`config.mk`:
```
export PLATFORM = sky130hd
export DESIGN_NAME = m_imem_loader
export DESIGN_NICKNAME = d
export VERILOG_FILES = /design/src/rtl/m_imem_loader_pkg.sv /design/src/rtl/m_imem_loader_byte_pack.sv /design/src/rtl/m_imem_loader.sv
export SDC_FILE = /design/constraint.sdc
export NUM_CORES = 1
export LEC_CHECK = 0
export CAP_MARGIN = 20
export CELL_PAD_IN_SITES_DETAIL_PLACEMENT = 1
export CELL_PAD_IN_SITES_GLOBAL_PLACEMENT = 1
export CORE_MARGIN = 2
export CORE_UTILIZATION = 45
export CTS_CLUSTER_DIAMETER = 50
export CTS_CLUSTER_SIZE = 28
export DETAILED_ROUTE_END_ITERATION = 8
export PLACE_DENSITY = 0.83
export REMOVE_ABC_BUFFERS = 1
export SETUP_SLACK_MARGIN = 0.15
export SYNTH_ARGS = -nofsm -noshare
export SYNTH_HDL_FRONTEND = slang
export SYNTH_SLANG_ARGS = --single-unit
export TNS_END_PERCENT = 20
```
`constraint.sdc`:
```
create_clock -name w_clk -period 6.45 [get_ports w_clk]
set_clock_uncertainty 0.15 [all_clocks]
set_input_delay 0.645 -clock w_clk [delete_from_list [all_inputs] [get_ports w_clk]]
set_output_delay 0.645 -clock w_clk [all_outputs]
set_load 0.1 [all_outputs]
```
`src/rtl/m_imem_loader_pkg.sv`:
```
// Shared types and defaults for the IMEM program loader: FSM state encoding,
// default geometry and the little-endian word packing helper.
package m_imem_loader_pkg;

  typedef enum logic [2:0] {
    S_HDR0 = 3'd0,
    S_HDR1 = 3'd1,
    S_DATA = 3'd2,
    S_CHK  = 3'd3,
    S_DONE = 3'd4,
    S_ERR  = 3'd5
  } state_e;

  localparam int ADDR_W_DEF     = 10;
  localparam int IMEM_WORDS_DEF = 1024;
  localparam int CNT_W          = 16;

  // Bytes arrive LSB first, so the newest byte lands in the top lane.
  function automatic logic [31:0] pack_word(input logic [7:0] top_byte,
                                            input logic [23:0] low_bytes);
    return {top_byte, low_bytes};
  endfunction

endpackage

```
`src/rtl/m_imem_loader_byte_pack.sv`:
```
// Byte-to-word assembler: 2-bit lane counter plus a 24-bit holding register.
// The word is presented combinationally in the same cycle its 4th byte is pushed.
module m_byte_pack
  import m_imem_loader_pkg::*;
(
  input  logic        clk_i,
  input  logic        rst_i,
  input  logic        clear_i,
  input  logic        push_i,
  input  logic [7:0]  byte_i,
  output logic [31:0] word_o,
  output logic        word_valid_o
);

  logic [1:0]  lane_q;
  logic [23:0] low_q;

  always_ff @(posedge clk_i) begin
    if (rst_i || clear_i) begin
      lane_q <= 2'd0;
    end else if (push_i) begin
      lane_q <= lane_q + 2'd1;
    end
  end

  // Holding register is overwritten by every full word, so it needs no reset.
  always_ff @(posedge clk_i) begin
    if (push_i) begin
      low_q <= {byte_i, low_q[23:8]};
    end
  end

  assign word_o       = pack_word(byte_i, low_q);
  assign word_valid_o = push_i && (lane_q == 2'd3);

endmodule

```
`src/rtl/m_imem_loader.sv`:
```
// Length-prefixed byte-stream loader for the m_proc4 instruction memory.
// Optional trailing XOR checksum byte is enabled by defining IMEM_LOADER_CHECKSUM_EN.
module m_imem_loader
  import m_imem_loader_pkg::*;
#(
  parameter int ADDR_W     = ADDR_W_DEF,
  parameter int IMEM_WORDS = IMEM_WORDS_DEF
) (
  input  logic              w_clk,
  input  logic              w_rst,
  input  logic              w_in_valid,
  input  logic [7:0]        w_in_data,
  output logic              w_in_ready,
  output logic              w_mem_we,
  output logic [ADDR_W-1:0] w_mem_addr,
  output logic [31:0]       w_mem_wdata,
  output logic              w_core_rst,
  output logic              w_done,
  output logic              w_err
);

  localparam logic [CNT_W:0] MAX_WORDS = (CNT_W + 1)'(IMEM_WORDS);

  state_e             state_q;
  logic [CNT_W-1:0]   n_q;
  logic [CNT_W-1:0]   word_cnt_q;
  logic               we_q;
  logic [ADDR_W-1:0]  addr_q;
  logic [31:0]        wdata_q;
  logic               done_q;
  logic               err_q;
`ifdef IMEM_LOADER_CHECKSUM_EN
  logic [7:0]         csum_q;
`endif

  logic               accept;
  logic               push;
  logic [CNT_W-1:0]   n_full;
  logic [31:0]        word;
  logic               word_valid;

  assign w_in_ready = (state_q == S_HDR0) || (state_q == S_HDR1) ||
                      (state_q == S_DATA) || (state_q == S_CHK);
  assign accept     = w_in_valid && w_in_ready;
  assign push       = accept && (state_q == S_DATA);
  assign n_full     = {w_in_data, n_q[7:0]};

  // Any state outside S_DATA discards a partial word.
  m_byte_pack u_pack (
    .clk_i        (w_clk),
    .rst_i        (w_rst),
    .clear_i      (state_q != S_DATA),
    .push_i       (push),
    .byte_i       (w_in_data),
    .word_o       (word),
    .word_valid_o (word_valid)
  );

  always_ff @(posedge w_clk) begin
    if (w_rst) begin
      state_q    <= S_HDR0;
      n_q        <= '0;
      word_cnt_q <= '0;
      we_q       <= 1'b0;
      addr_q     <= '0;
      wdata_q    <= '0;
      done_q     <= 1'b0;
      err_q      <= 1'b0;
`ifdef IMEM_LOADER_CHECKSUM_EN
      csum_q     <= 8'h00;
`endif
    end else begin
      we_q <= 1'b0;
      case (state_q)
        S_HDR0: begin
          if (accept) begin
            n_q[7:0] <= w_in_data;
            state_q  <= S_HDR1;
          end
        end
        S_HDR1: begin
          if (accept) begin
            n_q        <= n_full;
            word_cnt_q <= '0;
`ifdef IMEM_LOADER_CHECKSUM_EN
            csum_q     <= 8'h00;
`endif
            if ({1'b0, n_full} > MAX_WORDS) begin
              state_q <= S_ERR;
              err_q   <= 1'b1;
            end else if (n_full == '0) begin
`ifdef IMEM_LOADER_CHECKSUM_EN
              state_q <= S_CHK;
`else
              state_q <= S_DONE;
              done_q  <= 1'b1;
`endif
            end else begin
              state_q <= S_DATA;
            end
          end
        end
        S_DATA: begin
`ifdef IMEM_LOADER_CHECKSUM_EN
          if (push) begin
            csum_q <= csum_q ^ w_in_data;
          end
`endif
          if (word_valid) begin
            we_q       <= 1'b1;
            addr_q     <= word_cnt_q[ADDR_W-1:0];
            wdata_q    <= word;
            word_cnt_q <= word_cnt_q + 1'b1;
            if (word_cnt_q == n_q - 1'b1) begin
`ifdef IMEM_LOADER_CHECKSUM_EN
              state_q <= S_CHK;
`else
              state_q <= S_DONE;
`endif
            end
          end
        end
        S_CHK: begin
`ifdef IMEM_LOADER_CHECKSUM_EN
          if (accept) begin
            if (w_in_data == csum_q) begin
              state_q <= S_DONE;
              done_q  <= 1'b1;
            end else begin
              state_q <= S_ERR;
              err_q   <= 1'b1;
            end
          end
`endif
        end
        // Done trails the final write by one cycle so the core never sees a half-written image.
        S_DONE: done_q <= 1'b1;
        default: ;
      endcase
    end
  end

  assign w_mem_we    = we_q;
  assign w_mem_addr  = addr_q;
  assign w_mem_wdata = wdata_q;
  assign w_done      = done_q;
  assign w_err       = err_q;
  assign w_core_rst  = ~done_q;

endmodule
```
==> flow_summary.json <==
{
  "h-tree-depth": 3,
  "synthTopCellsByArea": "dfxtp_1 (37%), edfxtp_1 (16%), nand2_1 (11%)",
  "clk_pin_slew_ns": 0.10,
  "min_path_type": "flip-flop to flip-flop",
  "synthArstFlopShare": 0,
  "syn_area_sq_um": 4390,
  "grt_start_max_net_pins": 72,
  "startpoint": "w_in_valid",
  "placed_cells": 650,
  "start_util": 0.457,
  "synthFlopType": "dfxtp_1",
  "track_usage": 0.218,
  "fin_area_sq_um": 5240,
  "ys_seq_area_frac": 0.539,
  "cp-end-kind": "flip-flop",
  "startpoint_type": "input port",
  "rows": 36,
  "finalCritPeriodShare": 0.547,
  "ant_nets": 0,
  "drive_above_1_share": 0.0562,
  "worstHoldStart": "u_pack.low_q[23]",
  "syn2layout_area_growth_pct": 19.4,
  "first_pass_iters": 4,
  "chipWidth_um": 103,
  "setup_ws_ns": 2.92,
  "min_period_ns": 3.53,
  "viasPerCell": 5.33,
  "syn-mean-instance-area_sq_um": 9.02,
  "antennaDiodeCount": 0,
  "ys_warn_count": 0,
  "ios": 58,
  "post-place-ws_ns": 2.50,
  "synth_top_area_share": 0.374,
  "powerDensity_nw_per_um2": 234,
  "antenna_found_initial": 0,
  "slew_violations": 0,
  "ys_ff_latch": 106,
  "hold_violations": 0,
  "dp_hpwl_um": 7560,
  "ys_types": 53,
  "worst-setup-path-type": "input port to flip-flop",
  "cts-buffers-inserted": 9,
  "worstPathMaxFanout": 43,
  "power_leakage_nw": 1.73,
  "synth_largest_area_cell": "dfxtp_1",
  "synthCells": 486,
  "cts_tree": "done",
  "cts_buffer_depth": 2,
  "die-area_sq_um": 10600,
  "core_area_sq_um": 9590,
  "tns_ns": 0,
  "place_area_sq_um": 5020,
  "cts_hold_buf": 0,
  "fin_cells": 667,
  "nets": 544,
  "vias": 3554,
  "vdd_drop_max_uv": 123,
  "worstSkewPairLatency_ns": 0.37,
  "drc": 0,
  "cts_resized": 0,
  "synth_edf_count": 24,
  "cts_sinks": 106,
  "clockRootBuffer": "clkbuf_8",
  "finalSetupViolations": 0,
  "io_buffers": 57,
  "routed_wl_um": 10800,
  "grt_pass1_vias": 3681,
  "post_drt_wl_per_cell_um": 16.2,
  "tightestPinTransition_ns": 1.03,
  "grt_pass1_wl_um": 17900,
  "relSlewSlack": 0.310,
  "cp.required_ns": 6.58,
  "crit_arrival_ns": 3.65,
  "status": "finished clean",
  "drtIter0Drc": 149,
  "r2r-start": "state_q[1]",
  "gp_congestion": 0.843,
  "cts_setup_buffers": 0,
  "max_freq_ghz": 0.284,
  "rsz0062_at_grt": "no",
  "max_cap_viol_count": 0,
  "die_h_um": 103,
  "overflow": 0
}
==> kinds of logic (layout without fill, tap and decap cells) <==
family          after synthesis  after routing  share of synthesized area
fa+ha+maj                     4              4                     0.0114
compound gates               87             87                      0.117
mux                           2              2                    0.00485
buf+inv                      34             82                     0.0334
xor+xnor                     33             33                     0.0659
simple gates                220            220                      0.229
flops                       106            106                      0.539
==> metrics by stage <==
stage / util / hold WS, ns / total power [mW]
after detailed placement: 0.523 / 0.287 / 0.826
after global routing: 0.546 / 0.325 / 1.28
after global placement: 0.523 / 0.279 / 0.823
final: 0.546 / 0.302 / 1.22
after CTS: 0.543 / 0.308 / 1.23
after floorplan: - / 0.276 / 0.784
==> worst max-delay path: stages <==
cell	delay, ns
clkdlybuf4s50_1	0.55
nand2b_1	0.21
nor2_4	0.85
o2111ai_1	0.22
a2111o_1	0.43
a2111oi_4	0.38
nor2_2	0.09
o31ai_1	0.27
==> final timing paths <==
kind	end	slack (ns)	depth (start not counted)
setup / recovery	state_q[1]	2.92	8
hold / removal	u_pack.low_q[15]	0.30	0
setup reg to reg	state_q[1]	3.26	7
hold reg to reg	u_pack.low_q[15]	0.30	0
==> layout by cell type (no fill, tap or decap), types with 4 or more instances in the layout <==
cell             netlist  layout
a21oi_1               66      66
clkbuf_8               0       9
clkdlybuf4s50_1        0      56
dfxtp_1               82      82
edfxtp_1              24      24
ha_1                   4       4
inv_1                  5       5
nand2_1              124     124
nand3_1               13      13
nand4_1                6       6
nor2_1                31      30
nor3_1                10      10
xnor2_1               16      16
xor2_1                17      17
==> final cells by class <==
type	instances	area [sq um]
flip-flops and latches	106	2360
inverters	5	18.8
clock inverters	6	65.1
fillers	1146	4360
clock buffers	10	128
well taps	133	166
multi-input cells	346	1880
repair buffers	61	613
==> layer usage <==
metal	GRT usage	up-vias	wire length (um)
met3	0.0427	11	249
li1	-	1735	-
met4	0.0718	0	148
met2	0.369	49	5400
met1	0.282	1759	5030
met5	0	-	0
==> registers in the layout, summed over array words and instances, names as in the netlist <==
name / flops
n_q: 16
state_q: 3
u_pack.lane_q: 2
u_pack.low_q: 24
w_done: 1
w_err: 1
w_mem_addr: 10
w_mem_wdata: 32
w_mem_we: 1
word_cnt_q: 16
==> cells in the mapped netlist, types with 2 or more instances <==
master and n:
a211oi_1 2, a21oi_1 66, a31oi_1 2, and3_1 3, and4_1 2, buf_6 2, clkbuf_1 25, dfxtp_1 82
edfxtp_1 24, ha_1 4, inv_1 5, nand2_1 124, nand2b_1 3, nand3_1 13, nand4_1 6, nor2_1 31
nor2_2 2, nor2b_1 3, nor3_1 10, nor3b_1 3, nor4_1 3, nor4b_1 2, o21ai_0 3, o31ai_1 2
or3_1 3, or4_1 3, xnor2_1 16, xor2_1 17
==> power breakdown <==
group / total [mW] / internal [mW] / switching [mW]
logic: 0.118 / 0.0430 / 0.0745
clock network: 0.411 / 0.182 / 0.229
registers: 0.695 / 0.683 / 0.0122
total: 1.22 / 0.908 / 0.316
Note: power is estimated with default switching activity, not from simulation.
